--- src/rtl/riscv_pkg.sv ---
// Shared types for the 3-stage core: register index width, operand forward
// selects and the hazard controller state encoding.
package riscv_pkg;

    localparam int REGW = 5;

    typedef logic [REGW-1:0] reg_idx_t;
    typedef logic [1:0]      fwd_sel_t;

    localparam fwd_sel_t FWD_RF = 2'b00;
    localparam fwd_sel_t FWD_M  = 2'b01;
    localparam fwd_sel_t FWD_W  = 2'b10;

    typedef enum logic [1:0] {
        RUN      = 2'd0,
        LU_STALL = 2'd1,
        MEM_WAIT = 2'd2
    } ctrl_state_e;

    // A load result is not ready in M, so only non-load producers forward from M.
    function automatic fwd_sel_t fwdSelect(input reg_idx_t rs,
                                           input reg_idx_t rdM,
                                           input logic     wenM,
                                           input logic     loadM,
                                           input reg_idx_t rdW,
                                           input logic     wenW);
        fwd_sel_t sel;
        sel = FWD_RF;
        if (rs != '0 && rs == rdM && wenM && !loadM) begin
            sel = FWD_M;
        end else if (rs != '0 && rs == rdW && wenW) begin
            sel = FWD_W;
        end
        return sel;
    endfunction

endpackage

--- src/rtl/pipeline_ctrl_if.sv ---
// Pipeline-side view of the hazard controller: stage operand/destination info
// in, stall/flush/forward controls out.
interface pipeline_ctrl_if;
    import riscv_pkg::*;

    reg_idx_t rs1_e;
    reg_idx_t rs2_e;
    reg_idx_t rd_m;
    logic     reg_write_m;
    logic     is_load_m;
    logic     dmem_req_m;
    logic     dmem_ack_i;
    logic     br_taken_e;

    fwd_sel_t fwd_a_o;
    fwd_sel_t fwd_b_o;
    logic     stall_fd_o;
    logic     stall_e_o;
    logic     bubble_m_o;
    logic     stall_m_o;
    logic     flush_fd_o;

    modport master (
        output rs1_e, rs2_e, rd_m, reg_write_m, is_load_m,
               dmem_req_m, dmem_ack_i, br_taken_e,
        input  fwd_a_o, fwd_b_o, stall_fd_o, stall_e_o,
               bubble_m_o, stall_m_o, flush_fd_o
    );

    modport slave (
        input  rs1_e, rs2_e, rd_m, reg_write_m, is_load_m,
               dmem_req_m, dmem_ack_i, br_taken_e,
        output fwd_a_o, fwd_b_o, stall_fd_o, stall_e_o,
               bubble_m_o, stall_m_o, flush_fd_o
    );

endinterface

--- src/rtl/pipeline_ctrl_sat_counter.sv ---
// Event counter that sticks at all-ones instead of wrapping.
module sat_counter #(
    parameter int WIDTH = 32
) (
    input  logic             clk_i,
    input  logic             rst_i,
    input  logic             inc,
    input  logic             clr,
    output logic [WIDTH-1:0] cnt_o
);

    logic [WIDTH-1:0] cnt_q;
    logic [WIDTH-1:0] cnt_d;

    always_comb begin
        cnt_d = cnt_q;
        if (clr) begin
            cnt_d = '0;
        end else if (inc && cnt_q != '1) begin
            cnt_d = cnt_q + WIDTH'(1);
        end
    end

    always_ff @(posedge clk_i or posedge rst_i) begin
        if (rst_i) begin
            cnt_q <= '0;
        end else begin
            cnt_q <= cnt_d;
        end
    end

    assign cnt_o = cnt_q;

endmodule

--- src/rtl/pipeline_ctrl.sv ---
// Hazard and stall controller for the F/D, E, M/WB core: forwarding selects,
// load-use interlock, data-memory wait stall, branch flush, perf counters.
module pipeline_ctrl
    import riscv_pkg::*;
#(
    parameter int MEM_TIMEOUT = 255,
    parameter int CNTW        = 32
) (
    input  logic             clk_i,
    input  logic             rst_i,
    pipeline_ctrl_if.slave   ctrl,
    output logic [CNTW-1:0]  stall_cnt_o,
    output logic [CNTW-1:0]  flush_cnt_o,
    output logic             err_o
);

    localparam int WAITW = $clog2(MEM_TIMEOUT + 1);
    localparam logic [WAITW-1:0] TIMEOUT_V = WAITW'(MEM_TIMEOUT);

    ctrl_state_e      state_q, state_d;
    reg_idx_t         rd_w_q;
    logic             wen_w_q;
    logic [WAITW-1:0] wait_q, wait_d;
    logic             err_q;
    logic             errSet;

    logic memBusy;
    logic hazard;
    logic stallFd, stallE, stallM, bubbleM, flushFd;

    assign memBusy = ctrl.dmem_req_m && !ctrl.dmem_ack_i;
    assign hazard  = ctrl.reg_write_m && ctrl.is_load_m &&
                     ((ctrl.rs1_e != '0 && ctrl.rs1_e == ctrl.rd_m) ||
                      (ctrl.rs2_e != '0 && ctrl.rs2_e == ctrl.rd_m));

    // Priority: memory wait over load-use over taken branch.
    always_comb begin
        state_d = state_q;
        stallFd = 1'b0;
        stallE  = 1'b0;
        stallM  = 1'b0;
        bubbleM = 1'b0;
        flushFd = 1'b0;
        unique case (state_q)
            RUN: begin
                if (memBusy) begin
                    {stallFd, stallE, stallM} = 3'b111;
                    state_d = MEM_WAIT;
                end else if (hazard) begin
                    {stallFd, stallE, bubbleM} = 3'b111;
                    state_d = LU_STALL;
                end else begin
                    flushFd = ctrl.br_taken_e;
                end
            end
            LU_STALL: begin
                state_d = RUN;
                if (memBusy) begin
                    {stallFd, stallE, stallM} = 3'b111;
                end else begin
                    flushFd = ctrl.br_taken_e;
                end
            end
            MEM_WAIT: begin
                if (!ctrl.dmem_ack_i) begin
                    {stallFd, stallE, stallM} = 3'b111;
                end else begin
                    flushFd = ctrl.br_taken_e;
                    state_d = RUN;
                end
            end
            default: state_d = RUN;
        endcase
    end

    // Wait counter saturates at the timeout; the FSM itself keeps waiting.
    always_comb begin
        wait_d = wait_q;
        errSet = 1'b0;
        if (state_q == RUN && state_d == MEM_WAIT) begin
            wait_d = '0;
        end else if (state_q == MEM_WAIT) begin
            if (wait_q != TIMEOUT_V) begin
                wait_d = wait_q + WAITW'(1);
            end
            errSet = (wait_d == TIMEOUT_V);
        end
    end

    always_ff @(posedge clk_i or posedge rst_i) begin
        if (rst_i) begin
            state_q <= RUN;
            rd_w_q  <= '0;
            wen_w_q <= 1'b0;
            wait_q  <= '0;
            err_q   <= 1'b0;
        end else begin
            state_q <= state_d;
            wait_q  <= wait_d;
            if (!stallM) begin
                rd_w_q  <= ctrl.rd_m;
                wen_w_q <= ctrl.reg_write_m;
            end
            if (errSet) begin
                err_q <= 1'b1;
            end
        end
    end

    assign ctrl.fwd_a_o    = fwdSelect(ctrl.rs1_e, ctrl.rd_m, ctrl.reg_write_m,
                                       ctrl.is_load_m, rd_w_q, wen_w_q);
    assign ctrl.fwd_b_o    = fwdSelect(ctrl.rs2_e, ctrl.rd_m, ctrl.reg_write_m,
                                       ctrl.is_load_m, rd_w_q, wen_w_q);
    assign ctrl.stall_fd_o = stallFd;
    assign ctrl.stall_e_o  = stallE;
    assign ctrl.stall_m_o  = stallM;
    assign ctrl.bubble_m_o = bubbleM;
    assign ctrl.flush_fd_o = flushFd;
    assign err_o           = err_q;

    sat_counter #(.WIDTH(CNTW)) u_stall_cnt (
        .clk_i (clk_i),
        .rst_i (rst_i),
        .inc   (stallE),
        .clr   (1'b0),
        .cnt_o (stall_cnt_o)
    );

    sat_counter #(.WIDTH(CNTW)) u_flush_cnt (
        .clk_i (clk_i),
        .rst_i (rst_i),
        .inc   (flushFd),
        .clr   (1'b0),
        .cnt_o (flush_cnt_o)
    );

endmodule
--- src/flat_wrapper.sv ---
// flat-port wrapper written by rule: the top's interface ports become plain ports
module pipeline_ctrl_flat import riscv_pkg::*;
#(
    parameter int MEM_TIMEOUT = 255,
    parameter int CNTW        = 32
)
  (clk_i, rst_i, stall_cnt_o, flush_cnt_o, err_o, ctrl_rs1_e, ctrl_rs2_e, ctrl_rd_m, ctrl_reg_write_m, ctrl_is_load_m, ctrl_dmem_req_m, ctrl_dmem_ack_i, ctrl_br_taken_e, ctrl_fwd_a_o, ctrl_fwd_b_o, ctrl_stall_fd_o, ctrl_stall_e_o, ctrl_bubble_m_o, ctrl_stall_m_o, ctrl_flush_fd_o);
  pipeline_ctrl_if ctrl_i ();
  input  logic clk_i;
  input  logic rst_i;
  output logic [CNTW-1:0] stall_cnt_o;
  output logic [CNTW-1:0] flush_cnt_o;
  output logic err_o;
  input wire logic [$bits(ctrl_i.rs1_e)-1:0] ctrl_rs1_e;
  input wire logic [$bits(ctrl_i.rs2_e)-1:0] ctrl_rs2_e;
  input wire logic [$bits(ctrl_i.rd_m)-1:0] ctrl_rd_m;
  input wire logic [$bits(ctrl_i.reg_write_m)-1:0] ctrl_reg_write_m;
  input wire logic [$bits(ctrl_i.is_load_m)-1:0] ctrl_is_load_m;
  input wire logic [$bits(ctrl_i.dmem_req_m)-1:0] ctrl_dmem_req_m;
  input wire logic [$bits(ctrl_i.dmem_ack_i)-1:0] ctrl_dmem_ack_i;
  input wire logic [$bits(ctrl_i.br_taken_e)-1:0] ctrl_br_taken_e;
  output wire logic [$bits(ctrl_i.fwd_a_o)-1:0] ctrl_fwd_a_o;
  output wire logic [$bits(ctrl_i.fwd_b_o)-1:0] ctrl_fwd_b_o;
  output wire logic [$bits(ctrl_i.stall_fd_o)-1:0] ctrl_stall_fd_o;
  output wire logic [$bits(ctrl_i.stall_e_o)-1:0] ctrl_stall_e_o;
  output wire logic [$bits(ctrl_i.bubble_m_o)-1:0] ctrl_bubble_m_o;
  output wire logic [$bits(ctrl_i.stall_m_o)-1:0] ctrl_stall_m_o;
  output wire logic [$bits(ctrl_i.flush_fd_o)-1:0] ctrl_flush_fd_o;
  assign ctrl_i.rs1_e = ctrl_rs1_e;
  assign ctrl_i.rs2_e = ctrl_rs2_e;
  assign ctrl_i.rd_m = ctrl_rd_m;
  assign ctrl_i.reg_write_m = ctrl_reg_write_m;
  assign ctrl_i.is_load_m = ctrl_is_load_m;
  assign ctrl_i.dmem_req_m = ctrl_dmem_req_m;
  assign ctrl_i.dmem_ack_i = ctrl_dmem_ack_i;
  assign ctrl_i.br_taken_e = ctrl_br_taken_e;
  assign ctrl_fwd_a_o = ctrl_i.fwd_a_o;
  assign ctrl_fwd_b_o = ctrl_i.fwd_b_o;
  assign ctrl_stall_fd_o = ctrl_i.stall_fd_o;
  assign ctrl_stall_e_o = ctrl_i.stall_e_o;
  assign ctrl_bubble_m_o = ctrl_i.bubble_m_o;
  assign ctrl_stall_m_o = ctrl_i.stall_m_o;
  assign ctrl_flush_fd_o = ctrl_i.flush_fd_o;
  pipeline_ctrl #(.MEM_TIMEOUT(MEM_TIMEOUT), .CNTW(CNTW)) u_core (.clk_i(clk_i), .rst_i(rst_i), .ctrl(ctrl_i), .stall_cnt_o(stall_cnt_o), .flush_cnt_o(flush_cnt_o), .err_o(err_o));
endmodule
--- config.mk ---
export PLATFORM = sky130hd
export DESIGN_NAME = pipeline_ctrl_flat
export DESIGN_NICKNAME = d
export VERILOG_FILES = /design/src/rtl/riscv_pkg.sv /design/src/rtl/pipeline_ctrl_if.sv /design/src/rtl/pipeline_ctrl_sat_counter.sv /design/src/rtl/pipeline_ctrl.sv /design/src/flat_wrapper.sv
export SDC_FILE = /design/constraint.sdc
export NUM_CORES = 1
export LEC_CHECK = 0
export BUFFER_PORTS_ARGS = -buffer_cell sky130_fd_sc_hd__buf_4
export CORE_ASPECT_RATIO = 1.5
export CORE_MARGIN = 2
export CORE_UTILIZATION = 55
export CTS_CLUSTER_SIZE = 12
export DETAILED_ROUTE_END_ITERATION = 7
export MAX_ROUTING_LAYER = met4
export PLACE_DENSITY = 0.81
export RECOVER_POWER = 25
export SYNTH_ARGS = -nofsm -noshare
export SYNTH_HDL_FRONTEND = slang
export SYNTH_SLANG_ARGS = --single-unit
--- constraint.sdc ---
create_clock -name clk_i -period 3.23 [get_ports clk_i]
set_input_delay 0.4845 -clock clk_i [delete_from_list [all_inputs] [get_ports clk_i]]
set_output_delay 0.4845 -clock clk_i [all_outputs]
set_load 0.1 [all_outputs]
# Word level (Yosys, flattened, before mapping)
# Index checks and enable logic that the tools add are counted.
[totals]
inputBits = 22
register_bits = 81
[classes]
eq_ne = 11
addsub = 3
n_mux = 28
n_reduce_logical = 24
[op_table]
columns = ["operator", "n"]
rows = [
  ["adder 32 x 1 -> 32 bit (second input constant)", 2],
  ["!= test 32 bit (second input constant)", 2],
  ["2-to-1 mux 8 bit", 5],
  ["equality test 5 bit", 4],
  ["logical AND 1 bit", 16],
  ["2-to-1 mux 2 bit", 7],
  ["2-to-1 mux 1 bit", 12],
  ["nonzero test 5 bit", 2],
  ["adder 8 x 1 -> 8 bit (second input constant)", 1],
  ["equality test 8 bit (second input constant)", 1],
  ["!= test 8 bit (second input constant)", 1],
  ["case mux 1 bit (3 select lines)", 2],
  ["equality test 2 bit (second input constant)", 2],
  ["case mux 2 bit (2 select lines)", 1],
  ["equality test 2 x 1 -> 1 bit (second input constant)", 1],
  ["zero test 1 bit", 2],
  ["zero test 2 bit", 1],
  ["case mux 1 bit (2 select lines)", 1],
  ["nonzero test 2 bit", 1],
  ["OR reduction 2 bit", 1],
  ["logical OR 1 bit", 1],
]

# Depth between registers and ports, before layout
# Gate-level depths: netlist (run 1).
[depth]
ltp_word = 13
depth_mapped = 8
mapped_depth_nobuf = 7

# By module
# Synthesis (run 1) repeated with hierarchy kept, for this count alone.
[hier_totals]
hier_cells = 504
hier_area_um2 = 4673.2
[modules_own_cells]
columns = ["mod", "n_inst", "area_per_inst_um2", "seq_area_each_um2", "cells_each"]
rows = [
  ["sat_counter", 2, 1740.4, 800.8, 186],
  ["pipeline_ctrl", 1, 1192.4, 425.4, 132],
]

# Least setup slack after synthesis (run 1)
# Ideal clock, no wire load.
[synth_path]
kind = "input to output"
startpoint = "input port ctrl_rs2_e[0]"
endpoint = "output port ctrl_fwd_b_o[1]"
cell_stages = 5
t_required_ns = 2.745
path_slack_ns = -1.927
path_buffers = 0
arrival_time_ns = 4.673
cell_sequence = "or4_1 nor2_1 or4_4 nor2_1 nor4_1"
[synth_between]
elab_chain_cells = 5
word_cells_on_any_way = 10
cone_classes = "eq/ne (2); mux (2); reduce/logical (6)"
[synth_lines]
columns = ["element", "line", "source"]
rows = [
  ["from (decl)", "flat_wrapper.sv:15", "input wire logic [$bits(ctrl_i.rs2_e)-1:0] ctrl_rs2_e;"],
  ["equality test 5 bit (tied with other cells)", "riscv_pkg.sv:31", "end else if (rs != '0 && rs == rdW && wenW) begin"],
  ["logical AND 1 bit (on tied branches) (2 in series)", "riscv_pkg.sv:31, riscv_pkg.sv:29", ""],
  ["2-to-1 mux 2 bit or logical AND 1 bit (tied branches)", "riscv_pkg.sv:31, riscv_pkg.sv:29", ""],
  ["2-to-1 mux 2 bit *", "riscv_pkg.sv:29", "if (rs != '0 && rs == rdM && wenM && !loadM) begin"],
  ["to (decl)", "flat_wrapper.sv:23", "output wire logic [$bits(ctrl_i.fwd_b_o)-1:0] ctrl_fwd_b_o;"],
]
# Mark *: on every way between the ends. The rest lies on a longest branch, timed or not.

# Final worst setup path (run 1)
[layout_path]
startpoint = "input port ctrl_rs1_e[1]"
endpoint = "output port ctrl_bubble_m_o"
[layout_between]
elab_chain_cells = 7
word_cells_on_any_way = 8
cone_classes = "eq/ne (1); mux (3); reduce/logical (4)"
[layout_lines]
columns = ["element", "line", "source"]
rows = [
  ["from (decl)", "flat_wrapper.sv:14", "input wire logic [$bits(ctrl_i.rs1_e)-1:0] ctrl_rs1_e;"],
  ["equality test 5 bit or nonzero test 5 bit (tied branches)", "pipeline_ctrl.sv:33", "((ctrl.rs1_e != '0 && ctrl.rs1_e == ctrl.rd_m) ||"],
  ["logical AND 1 bit *", "pipeline_ctrl.sv:33", ""],
  ["logical OR 1 bit *", "pipeline_ctrl.sv:33", ""],
  ["logical AND 1 bit *", "pipeline_ctrl.sv:32", "assign hazard = ctrl.reg_write_m && ctrl.is_load_m &&"],
  ["2-to-1 mux 1 bit *", "pipeline_ctrl.sv:49", "end else if (hazard) begin"],
  ["2-to-1 mux 1 bit *", "pipeline_ctrl.sv:46", "if (memBusy) begin"],
  ["2-to-1 mux 1 bit *", "pipeline_ctrl.sv:44", "unique case (state_q)"],
  ["to (decl)", "flat_wrapper.sv:26", "output wire logic [$bits(ctrl_i.bubble_m_o)-1:0] ctrl_bubble_m_o;"],
]
# Marked as above.

==> results of run 1 <==
sequential cells by signal, indices dropped and copies added, names as in the netlist:
| register | flops |
|---|---|
| u_core.wen_w_q | 1 |
| u_core.state_q | 2 |
| u_core.wait_q | 8 |
| u_core.err_o | 1 |
| u_core.rd_w_q | 5 |
| u_core.u_flush_cnt.cnt_o | 32 |
| u_core.u_stall_cnt.cnt_o | 32 |
cell usage in the layout, fill, tap and decap left out, types with 5 or more instances in the layout:
master / count
sky130_fd_sc_hd__a31oi_1: 5
sky130_fd_sc_hd__nor3_1: 39
sky130_fd_sc_hd__nor4_1: 13
sky130_fd_sc_hd__inv_1: 5
sky130_fd_sc_hd__nand3_1: 33
sky130_fd_sc_hd__dfrtp_1: 81
sky130_fd_sc_hd__nor2_1: 21
sky130_fd_sc_hd__nand4_1: 19
sky130_fd_sc_hd__xor2_1: 55
sky130_fd_sc_hd__xnor2_1: 28
sky130_fd_sc_hd__and4_1: 6
sky130_fd_sc_hd__clkbuf_16: 9
sky130_fd_sc_hd__buf_4: 101
sky130_fd_sc_hd__mux2_2: 8
sky130_fd_sc_hd__nand2_1: 37
layout make-up:
type | count | area share (%)
well taps | 105 | 2.353
flip-flops and latches | 81 | 36.30
clock buffers | 11 | 4.526
repair buffers | 103 | 13.78
clock inverters | 5 | 1.098
multi-input cells | 339 | 41.52
inverters | 6 | 0.4257
layer usage:
layer  share of wire [%]  wire length [um]
met5                   0                 0
met4                 2.3               247
met3                 4.7               499
met2                  53              5670
met1                  40              4245
power by group through the flow:
| stage | sequential (W) | clock, W | combinational (W) |
|---|---|---|---|
| after floorplan | 0.00196 | 0 | 0.000334 |
| after global placement | 0.00131 | 0 | 0.00125 |
| after detailed placement | 0.00132 | 0 | 0.00128 |
| after CTS | 0.00130 | 0.00108 | 0.00128 |
| after global routing | 0.00133 | 0.00112 | 0.00133 |
| final | 0.00131 | 0.00106 | 0.00127 |
critical path: stages:
cell,delay (ps)
sky130_fd_sc_hd__buf_4,130
sky130_fd_sc_hd__xnor2_1,150
sky130_fd_sc_hd__nand3_1,100
sky130_fd_sc_hd__or4_4,540
sky130_fd_sc_hd__a2111oi_2,590
sky130_fd_sc_hd__nor2b_2,240
sky130_fd_sc_hd__buf_4,290
stage by stage:
stage          area (sq um)  utilization, %  power [W]  instances  worst slack, ps
3_3_place_gp           5274           66.69   0.002567        634            230.6
3_5_place_dp           5274           66.69   0.002598        634            197.6
5_1_grt                5584           70.62   0.003778        650            63.85
4_1_cts                5588           70.66   0.003659        650            193.1
6_report               5584           70.62   0.003642        650            216.6
2_1_floorplan          4457               -   0.002292        445            35.69
worst max path at each step:
stage	startpoint	to	slack [ps]	depth (start not counted)
2_1_floorplan	ctrl_rs2_e[0]	ctrl_fwd_b_o[1]	40	5
3_3_place_gp	ctrl_rs1_e[0]	ctrl_bubble_m_o	230	7
3_5_place_dp	ctrl_rs1_e[1]	ctrl_bubble_m_o	200	7
4_1_cts	ctrl_rs1_e[1]	ctrl_bubble_m_o	190	7
5_1_grt	ctrl_rs1_e[0]	ctrl_bubble_m_o	60	7
6_report	ctrl_rs1_e[1]	ctrl_bubble_m_o	220	7
cell families after synthesis:
family                   synth area share, %
XOR/XNOR                               16.46
AO/OA/AOI/OAI                          4.845
adder cells (fa/ha/maj)               0.8502
multiplexers                           2.040
flip-flops                             45.91
buffers and inverters                  2.664
AND/OR/NAND/NOR                        27.23
==> results.tsv, run 1 <==
stage	metric	value	unit
power	sequential group share of total power	35.9	%
critical_path	startpoint types	input port	
synthesis	#FFs+latches synth	81	
global_route	met3 track demand over resource in global routing	5.696	%
worst_hold_path	hold crit path type	input port to flop	
drt	post-detailed-route wirelength per cell	16.40	um
finish	number of fill cells	608	
critical_path	reg-to-reg critical path startpoint	u_core.u_stall_cnt.cnt_o[0]	
power	Internal Dissipation	0.002066	W
critical_path	end of the worst register-to-register path	u_core.u_stall_cnt.cnt_o[1]	
cts	CTS Buf Count	9	
finish	antenna diode count	0	
cts	clock-pin slew on the worst setup and hold paths	60	ps
power	combinational share of power	34.9	%
worst_hold_path	endpoint with the worst hold slack	u_core.state_q[1]	
cts	number of buffers on the longest clock path	2	
synthesis	async set-reset flop share out of synthesis	100.0	%
finish	Storage cell area	0.002027	sq mm
sta	transition time at the pin with the least slew margin	1690	ps
finish	share of cells above drive strength 1	26.79	%
finish	area growth from synthesis to layout	26.47	%
global_route	wire length of the first global-routing pass	17850	um
global_route	maximum number of pins on one net before global-route repair	40	
drt	detailed-route via count	3802	
sta	Max transition margin	-13.25	%
power	Switching Fraction	43.27	%
cts	Worst-Skew Late Latency	340	ps
die	FP Rows	40	
synthesis	sequential area share after synthesis	45.91	%
critical_path	Worst setup EP type	primary output	
sta	maximum clock skew at final layout	9.888	ps
cts	TritonCTS clock tree	built	
power	Net Switching	0.001576	W
critical_path	required time of the critical path	2750	ps
cts	number of H-tree branching levels	3	
die	initial standard-cell utilization of the core	55.84	%
synthesis	most frequent cell after synthesis	sky130_fd_sc_hd__dfrtp_1	
drt	post-DR vias/cell	5.849	
critical_path	category of the critical setup timing path	input port to primary output	
sta	crit path time final	3013	ps
die	Vert. Die Dim	113.7	um
power	portion of total power attributed to the clock network	29.2	%
sta	fraction of the cycle the final worst path needs	93.29	%
drt	initial DRC count	279	
sta	setup repair after global routing missed its margin	no	
placed_design	total half-perimeter wirelength after legalization and detailed placement	7804	um
run	max-cap violations	1	
cts	clock root buffer master	sky130_fd_sc_hd__clkbuf_16	
synthesis	top cell type's share of synthesized area	45.91	%
synthesis	syn_area_per_cell	9.922	sq um
cts	buffers inserted by post-CTS timing repair	0	
sta	max-slew violations	40	
synthesis	number of enable-type register cells in the synthesized netlist	0	
global_route	antenna violations before repair	0	
critical_path	critical-path maximum fanout	5	
synthesis	yosys warns	0	
critical_path	arrival time worst endpoint	2530	ps
worst_hold_path	hold path depth	2	
synthesis	cell type with the highest aggregate area in the netlist	sky130_fd_sc_hd__dfrtp_1	
sta	post-route setup TNS	0	ps
global_route	GR Util met2	43.30	%
sta	Max Freq	0.3319	GHz
power	VDD IR-drop max	0.5977	mV
synthesis	most frequent cells after synthesis	sky130_fd_sc_hd__dfrtp_1, sky130_fd_sc_hd__xor2_1, sky130_fd_sc_hd__nor3_1, sky130_fd_sc_hd__nand2_1, sky130_fd_sc_hd__nand3_1	
synthesis	mapped cell area	0.004415	sq mm
power	Leakage	2.564	nW
drt	aggregate routed wire length	10660	um
cts	CTS-repair resized insts	0	
global_route	GRT Resource Usage Total	26.15	%
global_route	number of global-route vias before repair	3663	
die	core area	0.007908	sq mm
synthesis	Primary FF master, synth	sky130_fd_sc_hd__dfrtp_1	
die	die area	0.008776	sq mm
cts	hold-fix buffer count after cts	0	
finish	# nets final	565	
drt	drt first pass iters	5	
worst_hold_path	startpoint of the most critical hold path	ctrl_dmem_ack_i	
sta	Worst Hold Slack	367.2	ps
die	die extent in x	77.16	um
critical_path	worst setup slack for register-to-register paths	590	ps
die	IO Count	96	
critical_path	r2r worst-path depth	8	
sta	Final Hold Vio Count	0	
global_route	most crowded layer after global routing	met2	
drt	Post-route DRC	0	
cts	CTS sink count	81	
synthesis	cell types occupying the most area after synthesis	sky130_fd_sc_hd__dfrtp_1, sky130_fd_sc_hd__xor2_1, sky130_fd_sc_hd__xnor2_1	
placed_design	routability-driven placement congestion ratio	0.9226	
outcome	run status	complete, but fails checks	
outcome	violated checks	capacitance limit, slew limit	
drt	post-route antenna net violation count	0	
synthesis	Synthesized Nets	470	
power	total power density per cell area	652.2	mW/mm^2
sta	final setup violation count	0	
global_route	routing usage on met1	30.83	%
placed_design	I/O Buffers	95	
synthesis	library cells used by synthesis	50	
finish	area taken by multi-input logic gates	0.002318	sq mm
global_route	total grt overflow	0	
synthesis	post-synthesis cell count	445	
Power figures use the tool's default switching activity.
==> run 2, diff against run 1 <==
==> constraint.sdc (replaced) <==
create_clock -name clk_i -period 3.23 [get_ports clk_i]
set_input_delay 0.323 -clock clk_i [delete_from_list [all_inputs] [get_ports clk_i]]
set_output_delay 0.323 -clock clk_i [all_outputs]
set_load 0.1 [all_outputs]
==> run 2 against run 1 <==
The run still ends with capacitance limit, slew limit left. Routed wire length decreased by 3.9%. Critical path depth stayed put. Sequential power hardly changed. Critical endpoint unchanged. Clock power shrank 9.7%. First-iteration DRC count shrank 24%. Via count fell by 0.39%. Utilization down 0.33 points. Die area did not move. Sequential share of layout area up 0.17 points. Maximum frequency up 12%. Setup slack better by 320 ps.
==> results.tsv, run 2 (synthesized netlist as in run 1, its figures left out) <==
stage	metric	value	unit	change
sta	max-slew violations	63		was 40
cts	clock root buffer master	sky130_fd_sc_hd__clkbuf_16		unchanged
finish	most common library cell in the layout ignoring fill and taps	sky130_fd_sc_hd__buf_4		unchanged
cts	CTS sink count	81		unchanged
critical_path	required time of the critical path	2910	ps	was 2750 ps
cts	number of H-tree branching levels	3		unchanged
critical_path	Worst setup EP type	primary output		unchanged
sta	post-route setup TNS	0	ps	unchanged
global_route	antenna violations before repair	0		unchanged
power	PnR Total Power	0.003529	W	was 0.003642 W
die	die area	0.008776	sq mm	unchanged
sta	fraction of the cycle the final worst path needs	83.32	%	was 93.29%
finish	post-route core utilization	70.28	%	was 70.62%
critical_path	Cell Chain, Critical Path	buf_4, xnor2_1, nand3_1, or4_4, a2111oi_2, nor2b_2, buf_4		unchanged
global_route	GRT Resource Usage Total	24.72	%	was 26.15%
finish	area growth from synthesis to layout	25.87	%	was 26.47%
finish	non-filler cells, final	650		unchanged
sta	setup repair after global routing missed its margin	no		unchanged
critical_path	category of the critical setup timing path	input port to primary output		unchanged
power	total power density per cell area	635.0	mW/mm^2	was 652.2 mW/mm^2
finish	# nets final	565		unchanged
drt	post-DR vias/cell	5.826		was 5.849
die	die extent in x	77.16	um	unchanged
critical_path	CP dominant cell by count	sky130_fd_sc_hd__buf_4		unchanged
critical_path	buffers plus inverters on the worst setup path	2		unchanged
run	max-cap violations	1		unchanged
sta	Max transition margin	-51.50	%	was -13.25%
die	initial standard-cell utilization of the core	55.84	%	unchanged
finish	most used cells in the layout excluding fill and tap cells	sky130_fd_sc_hd__buf_4, sky130_fd_sc_hd__dfrtp_1, sky130_fd_sc_hd__xor2_1, sky130_fd_sc_hd__nor3_1, sky130_fd_sc_hd__nand2_1		unchanged
outcome	violated checks	capacitance limit, slew limit		unchanged
cts	buffers inserted by post-CTS timing repair	0		unchanged
die	Vert. Die Dim	113.7	um	unchanged
placed_design	routability-driven placement congestion ratio	0.9435		was 0.9226
drt	post-route antenna net violation count	0		unchanged
cts	hold-fix buffer count after cts	0		unchanged
drt	drt first pass iters	4		was 5
cts	clock-pin slew on the worst setup and hold paths	60	ps	about the same
critical_path	startpoint types	input port		unchanged
drt	detailed-route via count	3787		was 3802
drt	initial DRC count	211		was 279
sta	crit path time final	2691	ps	was 3013 ps
global_route	wire length of the first global-routing pass	16880	um	was 17850 um
die	IO Count	96		unchanged
critical_path	slowest stage cell on the critical path	sky130_fd_sc_hd__or4_4		was sky130_fd_sc_hd__a2111oi_2
worst_hold_path	hold crit path type	input port to flop		unchanged
global_route	total grt overflow	0		unchanged
die	core area	0.007908	sq mm	unchanged
finish	antenna diode count	0		unchanged
placed_design	I/O Buffers	95		unchanged
power	VDD IR-drop max	0.8148	mV	was 0.5977 mV
cts	Worst-Skew Late Latency	340	ps	about the same
drt	Post-route DRC	0		unchanged
critical_path	critical-path maximum fanout	5		unchanged
drt	post-detailed-route wirelength per cell	15.76	um	was 16.40 um
global_route	number of global-route vias before repair	3539		was 3663
cts	CTS Buf Count	9		unchanged
sta	Worst Hold Slack	190.2	ps	was 367.2 ps
placed_design	placed cell count	634		unchanged
sta	Final Hold Vio Count	0		unchanged
critical_path	arrival time worst endpoint	2370	ps	was 2530 ps
cts	CTS-repair resized insts	0		unchanged
power	Leakage	2.574	nW	was 2.564 nW
cts	number of buffers on the longest clock path	2		unchanged
finish	number of fill cells	647		was 608
sta	Max Freq	0.3716	GHz	was 0.3319 GHz
sta	final setup violation count	0		unchanged
critical_path	kind of cell adding the most delay to the critical path	simple AND/OR/NAND/NOR gates		unchanged
sta	maximum clock skew at final layout	8.321	ps	was 9.888 ps
die	FP Rows	40		unchanged
sta	transition time at the pin with the least slew margin	2270	ps	was 1690 ps
cts	TritonCTS clock tree	built		unchanged
finish	share of cells above drive strength 1	26.24	%	was 26.79%
placed_design	total half-perimeter wirelength after legalization and detailed placement	7565	um	was 7804 um
drt	aggregate routed wire length	10240	um	was 10660 um
outcome	run status	complete, but fails checks		unchanged
critical_path	peak per-stage delay on the critical path	550	ps	was 590 ps
global_route	maximum number of pins on one net before global-route repair	63		was 40
[run 2: cell types whose count changed in the layout (fill, tap and decap cells not counted), sizes merged]
cell and delta:
clkbuf +1, buf +1, bufinv -1, clkinvlp -4, clkinv +3
[run 2: final timing paths]
| check | from | end | slack [ps] | cells past startpoint |
|---|---|---|---|---|
| worst min-delay path | ctrl_dmem_ack_i | u_core.state_q[1] | 190 | 2 |
| max in group asynchronous | rst_i | u_core.u_flush_cnt.cnt_o[31] | 1160 | 2 |
| min in group asynchronous | rst_i | u_core.u_stall_cnt.cnt_o[11] | 760 | 2 |
| worst max register to register | u_core.u_stall_cnt.cnt_o[0] | u_core.u_stall_cnt.cnt_o[1] | 680 | 8 |
| worst min register to register | u_core.u_stall_cnt.cnt_o[12] | u_core.u_stall_cnt.cnt_o[12] | 490 | 1 |
| worst max-delay path | ctrl_rd_m[4] | ctrl_bubble_m_o | 540 | 7 |
[run 2: through the flow]
stage	area, sq um	setup WS (ps)
4_1_cts	5559	513.5
6_report	5558	538.7
2_1_floorplan	4454	163.5
3_5_place_dp	5284	503.7
3_3_place_gp	5284	595.3
5_1_grt	5558	300.3
[run 2: routing by layer]
metal	routed length [um]	track usage, %	vias to the layer above
met5	0	-	-
met4	292	13.10	0
met3	405	4.984	28
met2	5389	39.36	104
met1	4156	29.69	1872
li1	-	-	1783
[run 2: cell type report]
type	instances	area, sq um	share of cell area [%]
clock buffer	13	260.3	4.683
clock inverter	3	15.01	0.2701
inverter	6	22.52	0.4052
multi-input combinational	339	2316	41.67
sequential	81	2027	36.47
tap	105	131.4	2.364
timing repair buffer	103	785.8	14.14
[run 2: power by group]
group	leakage [nW]	switching (W)	internal, W	total (W)
Clock	0.139	0.000398	0.000559	0.000957
Sequential	1.04	0.000174	0.00113	0.00131
Combinational	1.39	0.000974	0.000292	0.00127
Total	2.57	0.00155	0.00198	0.00353
